===== src/rtl/clock_display_scan.sv =====
// clock_display_scan
//
// Time-multiplexed driver for a six-digit HH:MM:SS seven-segment display.
// Each digit owns a slot of DIGIT_CYCLES clocks; the first GAP_CYCLES of a
// slot are dark so the previous digit's segments never ghost onto the next
// anode. The six BCD inputs are snapshotted once per full frame, at the very
// last cycle of slot 5. This keeps a counter roll-over that happens
// mid-frame from tearing the displayed time.
//
// Ports
//   clk          rising-edge clock
//   reset        synchronous, active-high reset
//   sec_units .. hr_tens   BCD digits from the time-keeping counters
//   colon_en     lights the decimal points after the minutes and hours digits
//   blink_mask   bit i makes digit i blink (time-set indication), sampled live
//   an[5:0]      digit enables, active-low, an[0]=sec_units .. an[5]=hr_tens
//   seg[6:0]     segments gfedcba, active-low
//   dp           decimal point, active-low
//   frame_start  one-cycle pulse when a freshly captured snapshot goes live

module clock_display_scan #(
    parameter int DIGIT_CYCLES  = 50000,
    parameter int GAP_CYCLES    = 500,
    parameter int BLINK_FRAMES  = 64,
    parameter int BLANK_LEADING = 1
) (
    input  logic       clk,
    input  logic       reset,
    input  logic [3:0] sec_units,
    input  logic [3:0] sec_tens,
    input  logic [3:0] min_units,
    input  logic [3:0] min_tens,
    input  logic [3:0] hr_units,
    input  logic [3:0] hr_tens,
    input  logic       colon_en,
    input  logic [5:0] blink_mask,
    output logic [5:0] an,
    output logic [6:0] seg,
    output logic       dp,
    output logic       frame_start
);

    localparam int TICK_W  = (DIGIT_CYCLES > 2) ? $clog2(DIGIT_CYCLES) : 1;
    localparam int BLINK_W = (BLINK_FRAMES > 1) ? $clog2(BLINK_FRAMES) : 1;

    localparam logic [TICK_W-1:0]  TICK_LAST  = TICK_W'(DIGIT_CYCLES - 1);
    localparam logic [TICK_W-1:0]  TICK_GAP   = TICK_W'(GAP_CYCLES);
    localparam logic [BLINK_W-1:0] BLINK_LAST = BLINK_W'(BLINK_FRAMES - 1);
    localparam logic [2:0]         IDX_LAST   = 3'd5;

    localparam logic [5:0] AN_OFF  = 6'b111111;
    localparam logic [6:0] SEG_OFF = 7'h7F;

    // BCD to active-low gfedcba; non-decimal codes show a dash so a corrupt
    // counter value is visible rather than silently mis-rendered.
    function automatic logic [6:0] seg_decode(input logic [3:0] value);
        logic [6:0] pattern;
        case (value)
            4'd0:    pattern = 7'h40;
            4'd1:    pattern = 7'h79;
            4'd2:    pattern = 7'h24;
            4'd3:    pattern = 7'h30;
            4'd4:    pattern = 7'h19;
            4'd5:    pattern = 7'h12;
            4'd6:    pattern = 7'h02;
            4'd7:    pattern = 7'h78;
            4'd8:    pattern = 7'h00;
            4'd9:    pattern = 7'h10;
            default: pattern = 7'h3F;
        endcase
        return pattern;
    endfunction

    // Sequencing state
    logic [TICK_W-1:0]  tick;
    logic [2:0]         idx;

    // Frame buffer: the values actually on the display for the current frame
    logic [3:0]         snap_sec_units;
    logic [3:0]         snap_sec_tens;
    logic [3:0]         snap_min_units;
    logic [3:0]         snap_min_tens;
    logic [3:0]         snap_hr_units;
    logic [3:0]         snap_hr_tens;

    // Blink timing, advanced once per completed frame
    logic [BLINK_W-1:0] blink_cnt;
    logic               blink_phase;

    // Combinational view of the current slot
    logic               slot_end;
    logic               frame_end;
    logic [3:0]         cur_value;
    logic               cur_blink;
    logic               in_gap;
    logic               lead_blank;
    logic               digit_on;
    logic               colon_slot;
    logic [5:0]         an_next;
    logic [6:0]         seg_next;
    logic               dp_next;

    assign slot_end  = (tick == TICK_LAST);
    assign frame_end = slot_end && (idx == IDX_LAST);

    always_comb begin
        cur_value = 4'd0;
        cur_blink = 1'b0;
        case (idx)
            3'd0: begin cur_value = snap_sec_units; cur_blink = blink_mask[0]; end
            3'd1: begin cur_value = snap_sec_tens;  cur_blink = blink_mask[1]; end
            3'd2: begin cur_value = snap_min_units; cur_blink = blink_mask[2]; end
            3'd3: begin cur_value = snap_min_tens;  cur_blink = blink_mask[3]; end
            3'd4: begin cur_value = snap_hr_units;  cur_blink = blink_mask[4]; end
            3'd5: begin cur_value = snap_hr_tens;   cur_blink = blink_mask[5]; end
            default: begin cur_value = 4'd0;        cur_blink = 1'b0;          end
        endcase
    end

    always_comb begin
        in_gap     = (tick < TICK_GAP);
        lead_blank = (BLANK_LEADING != 0) && (idx == IDX_LAST) && (snap_hr_tens == 4'd0);
        digit_on   = !in_gap && !lead_blank && !(blink_phase && cur_blink);
        // Colon dots sit after the minutes-units and hours-units digits
        colon_slot = (idx == 3'd2) || (idx == 3'd4);

        an_next  = AN_OFF;
        seg_next = SEG_OFF;
        dp_next  = 1'b1;
        if (digit_on) begin
            an_next  = ~(6'b000001 << idx);
            seg_next = seg_decode(cur_value);
            dp_next  = !(colon_en && colon_slot);
        end
    end

    always_ff @(posedge clk) begin
        if (reset) begin
            tick           <= '0;
            idx            <= '0;
            snap_sec_units <= '0;
            snap_sec_tens  <= '0;
            snap_min_units <= '0;
            snap_min_tens  <= '0;
            snap_hr_units  <= '0;
            snap_hr_tens   <= '0;
            blink_cnt      <= '0;
            blink_phase    <= 1'b0;
            an             <= AN_OFF;
            seg            <= SEG_OFF;
            dp             <= 1'b1;
            frame_start    <= 1'b0;
        end else begin
            // Slot sequencing never stalls; blanking only gates the outputs
            if (slot_end) begin
                tick <= '0;
                idx  <= (idx == IDX_LAST) ? 3'd0 : idx + 3'd1;
            end else begin
                tick <= tick + 1'b1;
            end

            // Snapshot and blink bookkeeping happen together at the frame
            // boundary so a frame is rendered with one consistent state
            frame_start <= frame_end;
            if (frame_end) begin
                snap_sec_units <= sec_units;
                snap_sec_tens  <= sec_tens;
                snap_min_units <= min_units;
                snap_min_tens  <= min_tens;
                snap_hr_units  <= hr_units;
                snap_hr_tens   <= hr_tens;
                if (blink_cnt == BLINK_LAST) begin
                    blink_cnt   <= '0;
                    blink_phase <= ~blink_phase;
                end else begin
                    blink_cnt <= blink_cnt + 1'b1;
                end
            end

            // Registered outputs: one cycle behind the tick/idx they describe
            an  <= an_next;
            seg <= seg_next;
            dp  <= dp_next;
        end
    end

endmodule

===== config.mk =====
export PLATFORM = sky130hd
export DESIGN_NAME = clock_display_scan
export DESIGN_NICKNAME = d
export VERILOG_FILES = /design/src/rtl/clock_display_scan.sv
export SDC_FILE = /design/constraint.sdc
export NUM_CORES = 1
export LEC_CHECK = 0
export BUFFER_PORTS_ARGS = -buffer_cell sky130_fd_sc_hd__buf_2
export CORE_MARGIN = 4
export CORE_UTILIZATION = 40
export DETAILED_ROUTE_END_ITERATION = 6
export HOLD_SLACK_MARGIN = 0.06
export SLEW_MARGIN = 0
export SYNTH_ARGS = -nofsm -noshare
export SYNTH_HDL_FRONTEND = slang
export SYNTH_SLANG_ARGS = --single-unit

===== constraint.sdc =====
create_clock -name clk -period 3 [get_ports clk]
set_input_delay 0.45 -clock clk [delete_from_list [all_inputs] [get_ports clk]]
set_output_delay 0.45 -clock clk [all_outputs]
set_load 0.005 [all_outputs]

== After elaboration in Yosys (flattened, before gate mapping) ==
Memory sizes are Yosys's and may differ from the RTL's. A register that Yosys moved wholly into a read port is not among the register bits.
Cells that the tools add are included.

* Register bits after elaboration: 58
* Memories: 1
* Logic and storage cells: 49
* Output and inout port bits: 15
* Bits in read-only memories: 112

{| class="wikitable"
|+ Memory list
! memory !! depth !! width !! rd ports !! clocked after memory_dff !! write ports !! line !! text
|-
| (name not given) || 16 || 7 || 1 || 1 || 0 || 58 || <nowiki>case (value)</nowiki>
|}

* Shift-type cells: 1
* Multiplexer cells: 4
* Add/subtract/negate cells: 3
* Magnitude comparators: 1
* Equality and inequality tests: 7
* Bitwise operators: 3
* Reduce and logical (&&, ||, !) cells: 16

{| class="wikitable"
|+ Operator list
! operator !! count
|-
| one-hot mux 4 bit (6 select lines) || 1
|-
| adder 16 x 1 -> 16 bit (second input constant) || 1
|-
| equality test 16 bit (second input constant) || 1
|-
| less-than comparator 16 x 9 -> 1 bit (second input constant) || 1
|-
| adder 6 x 1 -> 6 bit (second input constant) || 1
|-
| equality test 3 x 2 -> 1 bit (second input constant) || 2
|-
| equality test 3 bit (second input constant) || 2
|-
| equality test 6 bit (second input constant) || 1
|-
| logical AND 1 bit || 6
|-
| 2-to-1 mux 6 bit || 1
|-
| inverter 6 bit || 1
|-
| one-hot mux 1 bit (6 select lines) || 1
|-
| << shifter 1 x 3 -> 6 bit (first input constant) || 1
|-
| zero test 1 bit || 4
|-
| zero test 4 bit || 1
|-
| OR reduction 2 bit || 2
|-
| adder 3 x 1 -> 3 bit (second input constant) || 1
|-
| equality test 3 x 1 -> 1 bit (second input constant) || 1
|-
| zero test 3 bit || 1
|-
| 2-to-1 mux 3 bit || 1
|-
| inverter 1 bit || 2
|-
| AND reduction 2 bit || 1
|-
| logical OR 1 bit || 1
|}

== Logic depth before layout (Yosys ltp) ==
* Depth after elaboration: 7
* Mapped depth: 11

== Least setup slack after synthesis ==
Ideal clock, no wire load.

* Path type: register to register
* Start point: register idx[1]
* End point: register seg[4]
* Data required time: 2.922 ns
* Slack: 0.747 ns
* Period minus slack after synthesis: 2.253 ns
* Arrival time: 2.175 ns
* Cell stages (with the launch flop): 11
* Cells stage by stage: dfxtp_1 buf_2 buf_1 and2_1 ha_1 buf_1 a2111o_1 inv_1 ha_1 mux2_2 a32oi_1

* Word-level cells in the longest chain between the ends: 7

{| class="wikitable"
|+ Ends and longest elaborated chain
! item !! line !! text
|-
| from (decl) || 76 || <nowiki>logic [2:0] idx;</nowiki>
|-
| from (signal assigned) || 157 || <nowiki>idx <= (idx == IDX_LAST) ? 3'd0 : idx + 3'd1;</nowiki>
|-
| equality test 3 bit, or another cell as far along || 109, 122 ||
|-
| one-hot mux 1 bit (6 select lines) or logical AND 1 bit (tied branches) || 109, 122 ||
|-
| logical AND 1 bit or zero test 1 bit (tied branches) || 123 || <nowiki>digit_on = !in_gap && !lead_blank && !(blink_phase && cur_blink);</nowiki>
|-
| zero test 1 bit or logical AND 1 bit (tied branches) || 123 ||
|-
| logical AND 1 bit || 123 ||
|-
| inverter 1 bit (no line) || n/a ||
|-
| OR reduction 2 bit (no line) || n/a ||
|-
| to (decl) || 38 || <nowiki>output logic [6:0] seg,</nowiki>
|}

Parallel ways exist; a longest one is shown, timed or not.
A chain may end at the register's enable or synchronous reset.

== Final worst setup path ==
Ends and elaborated chain as after synthesis.

==> results.toml <==
[logic_synthesis]
yosysWarnings = 0
synth_ff_type = "dfxtp_1"
netlist_instances = 334
yosysSeqAreaShare = 0.445
synth-seq-cells = 65
synth_area_per_cell_sq_um = 8.75
synth_async_sr_flop_share = 0
synth_edf_count = 0
synth_cell_type_count = 49
syn_area_sq_mm = 0.00292
synth_nets = 375

[clock_network]
clockBufferDepth = 2
cts_made_buffers = 9
clk_latency_ns = 0.33
cts_tree = "yes"
postCtsSetupBuffers = 0
clock_sink_count = 65
cts_resized = 0
clockRootBuffer = "clkbuf_8"
hold_buffers = 0
cts.clk_slew.worst_paths_ns = 0.07
cts.htree.levels = 3

[floorplanning]
die_area_sq_mm = 0.00874
rows = 30
core-area_sq_mm = 0.00694
ios = 48
start_util = 0.421
die_w_um = 93.5
die-height_um = 93.5

[routing]
drt_first_pass_iters = 4
finalWirelength_um = 6150
vias = 2377
viasPerCell = 4.98
drcViolationCount = 0
drt.antenna.violating_nets = 0
avgRoutedWirePerCell_um = 12.9
drt_iter0_drc = 125

[worst_setup_path]
crit_start = "idx[1]"
cp_common_cell = "ha_1"
cpMaxStageDelayCell = "dfxtp_1"
path_cells = "and2_1 -> ha_1 -> a2111o_1 -> inv_1 -> ha_1 -> mux2_2 -> a32oi_1"
cp_data_required_time_ns = 3.25
critPathCapture = "seg[4]"
worstPathArrival_ns = 2.65
critPathMaxStageDelay_ns = 0.70
reg2reg_to = "seg[4]"
crit_path_max_fanout = 19
rr_startpoint = "idx[1]"
reg2reg_slack_ns = 0.60
setup.worst_path.end_class = "flip-flop"
r2r_cells = 7
critPathKind = "reg2reg"
start_kind = "flip-flop"

[layout]
synthToLayoutAreaGrowth_pct = 16.6
mostFrequentLayoutCells = "65 x dfxtp_1, 63 x nand2_1, 47 x buf_2"
final_common_cell = "dfxtp_1"
diodes = 0
nNetsFinal = 417
drive_gt1_frac = 0.223

[timing]
setup_tns_ns = 0
finalSetupViolCount = 0
skew_ns = 0.00960
timing.fmax_mhz = 417
holdWs_ns = 0.339
tightest_slew_ns = 0.755
slew_headroom = 0.497
hold_viol_final = 0
maxSlewViolCount = 0
min_period_ns = 2.40
period_share = 0.798
rsz0062_at_grt = "no"

[global_routing]
grt_pass1_wl_um = 10500
antenna_found_initial = 0
grt_overflow = 0
grt_start_max_net_pins = 37
grt_pass1_vias = 2221
grt_usage = 0.150

[power_and_ir_drop]
power-per-cell-area_mw_per_mm2 = 481
p_leak_nw = 1.27
ir_drop_v = 0.000306

[flow_run]
cap_violations = 0

[placement]
dp_hpwl_um = 4340
numPortBuffers = 47
gp_routability_congestion = 0.760

[worst_hold_path]
hold_path_class = "in2reg"

[outcome]
status = "finished, final reports clean"
flip-flops by register name, summed over array words and instances (netlist names):
register and cells:
an 6, blink_cnt 6, blink_phase 1, dp 1, frame_start 1, idx 3, seg 7, snap_hr_tens 4
snap_hr_units 4, snap_min_tens 4, snap_min_units 4, snap_sec_tens 4, snap_sec_units 4, tick 16
power breakdown:
group	leakage [nW]	internal, mW	switching (mW)
registers	0.525	0.866	0.00300
clock network	0.0953	0.404	0.328
logic	0.653	0.0200	0.0203
total	1.27	1.29	0.351
synthesized netlist by cell type, drive strengths merged, types with 2 or more instances:
| master | n | area (sq um) |
|---|---|---|
| dfxtp | 65 | 1300 |
| xnor2 | 11 | 96.3 |
| and3 | 6 | 37.5 |
| a21boi | 2 | 15.0 |
| nor4 | 5 | 52.6 |
| nand2 | 63 | 236 |
| nand2b | 3 | 18.8 |
| nor2 | 30 | 113 |
| ha | 8 | 100 |
| o21ai | 5 | 25.0 |
| and4 | 5 | 45.0 |
| clkbuf | 9 | 35.0 |
| or4 | 2 | 22.5 |
| o211ai | 2 | 20.0 |
| buf | 10 | 55.1 |
| a21oi | 32 | 160 |
| inv | 8 | 30.0 |
| a32oi | 5 | 43.8 |
| nand4 | 6 | 37.5 |
| nand3 | 10 | 50.1 |
| a211oi | 2 | 15.0 |
| mux2 | 6 | 67.6 |
| and3b | 2 | 17.5 |
| xor2 | 10 | 87.6 |
| nor3b | 2 | 15.0 |
| nand3b | 3 | 22.5 |
| mux2i | 4 | 40.0 |
| nor3 | 5 | 45.0 |
final cells by class:
class	instances	area (sq um)
clock buffer	11	141
clock inverter	5	55.1
fill	700	3540
inverter	8	30.0
multi-input combinational	242	1500
sequential	65	1300
tap	96	120
timing repair buffer	50	258
cell families (layout without fill, tap and decap cells):
logic type	after synthesis	after routing	synth area share
AO/OA/AOI/OAI	57	57	0.125
AND/OR/NAND/NOR	146	146	0.255
multiplexers	10	10	0.0368
adder cells (fa/ha/maj)	8	8	0.0342
XOR/XNOR	21	21	0.0629
buffers and inverters	27	74	0.0411
flip-flops	65	65	0.445
metal layers:
layer  global-route usage  share of wire  vias to the layer above
met2                0.214           0.41                       53
met4               0.0611          0.015                        0
met5                    0              0                        -
li1                     -              -                     1241
met1                0.216           0.52                     1075
met3               0.0346          0.048                        8
worst max-delay path: cells and delay by family (launching register included):
| kind | cells | cell delay (ns) |
|---|---|---|
| simple gates | 1 | 0.21 |
| flops | 1 | 0.70 |
| compound gates | 2 | 0.48 |
| buf+inv | 1 | 0.13 |
| fa+ha+maj | 2 | 0.53 |
| mux | 1 | 0.27 |
stage by stage:
step	cells	power, mW	util	instance area [sq um]	setup slack (ns)
finish	477	1.64	0.491	3410	0.605
global route	477	1.71	0.491	3410	0.283
CTS	477	1.66	0.491	3410	0.621
detailed placement	461	0.929	0.463	3210	0.638
global placement	461	0.929	0.463	3210	0.686
floorplan	334	0.906	-	2920	0.747
worst min path at each step:
stage / start / end / slack [ns] / cells past startpoint
after floorplan: tick[0] / tick[0] / 0.43 / 1
after global placement: tick[0] / tick[0] / 0.44 / 1
after detailed placement: tick[0] / tick[0] / 0.45 / 1
after CTS: colon_en / dp / 0.32 / 2
after global routing: colon_en / dp / 0.33 / 2
final: colon_en / dp / 0.34 / 2
Note: power is estimated with default switching activity, not from simulation.
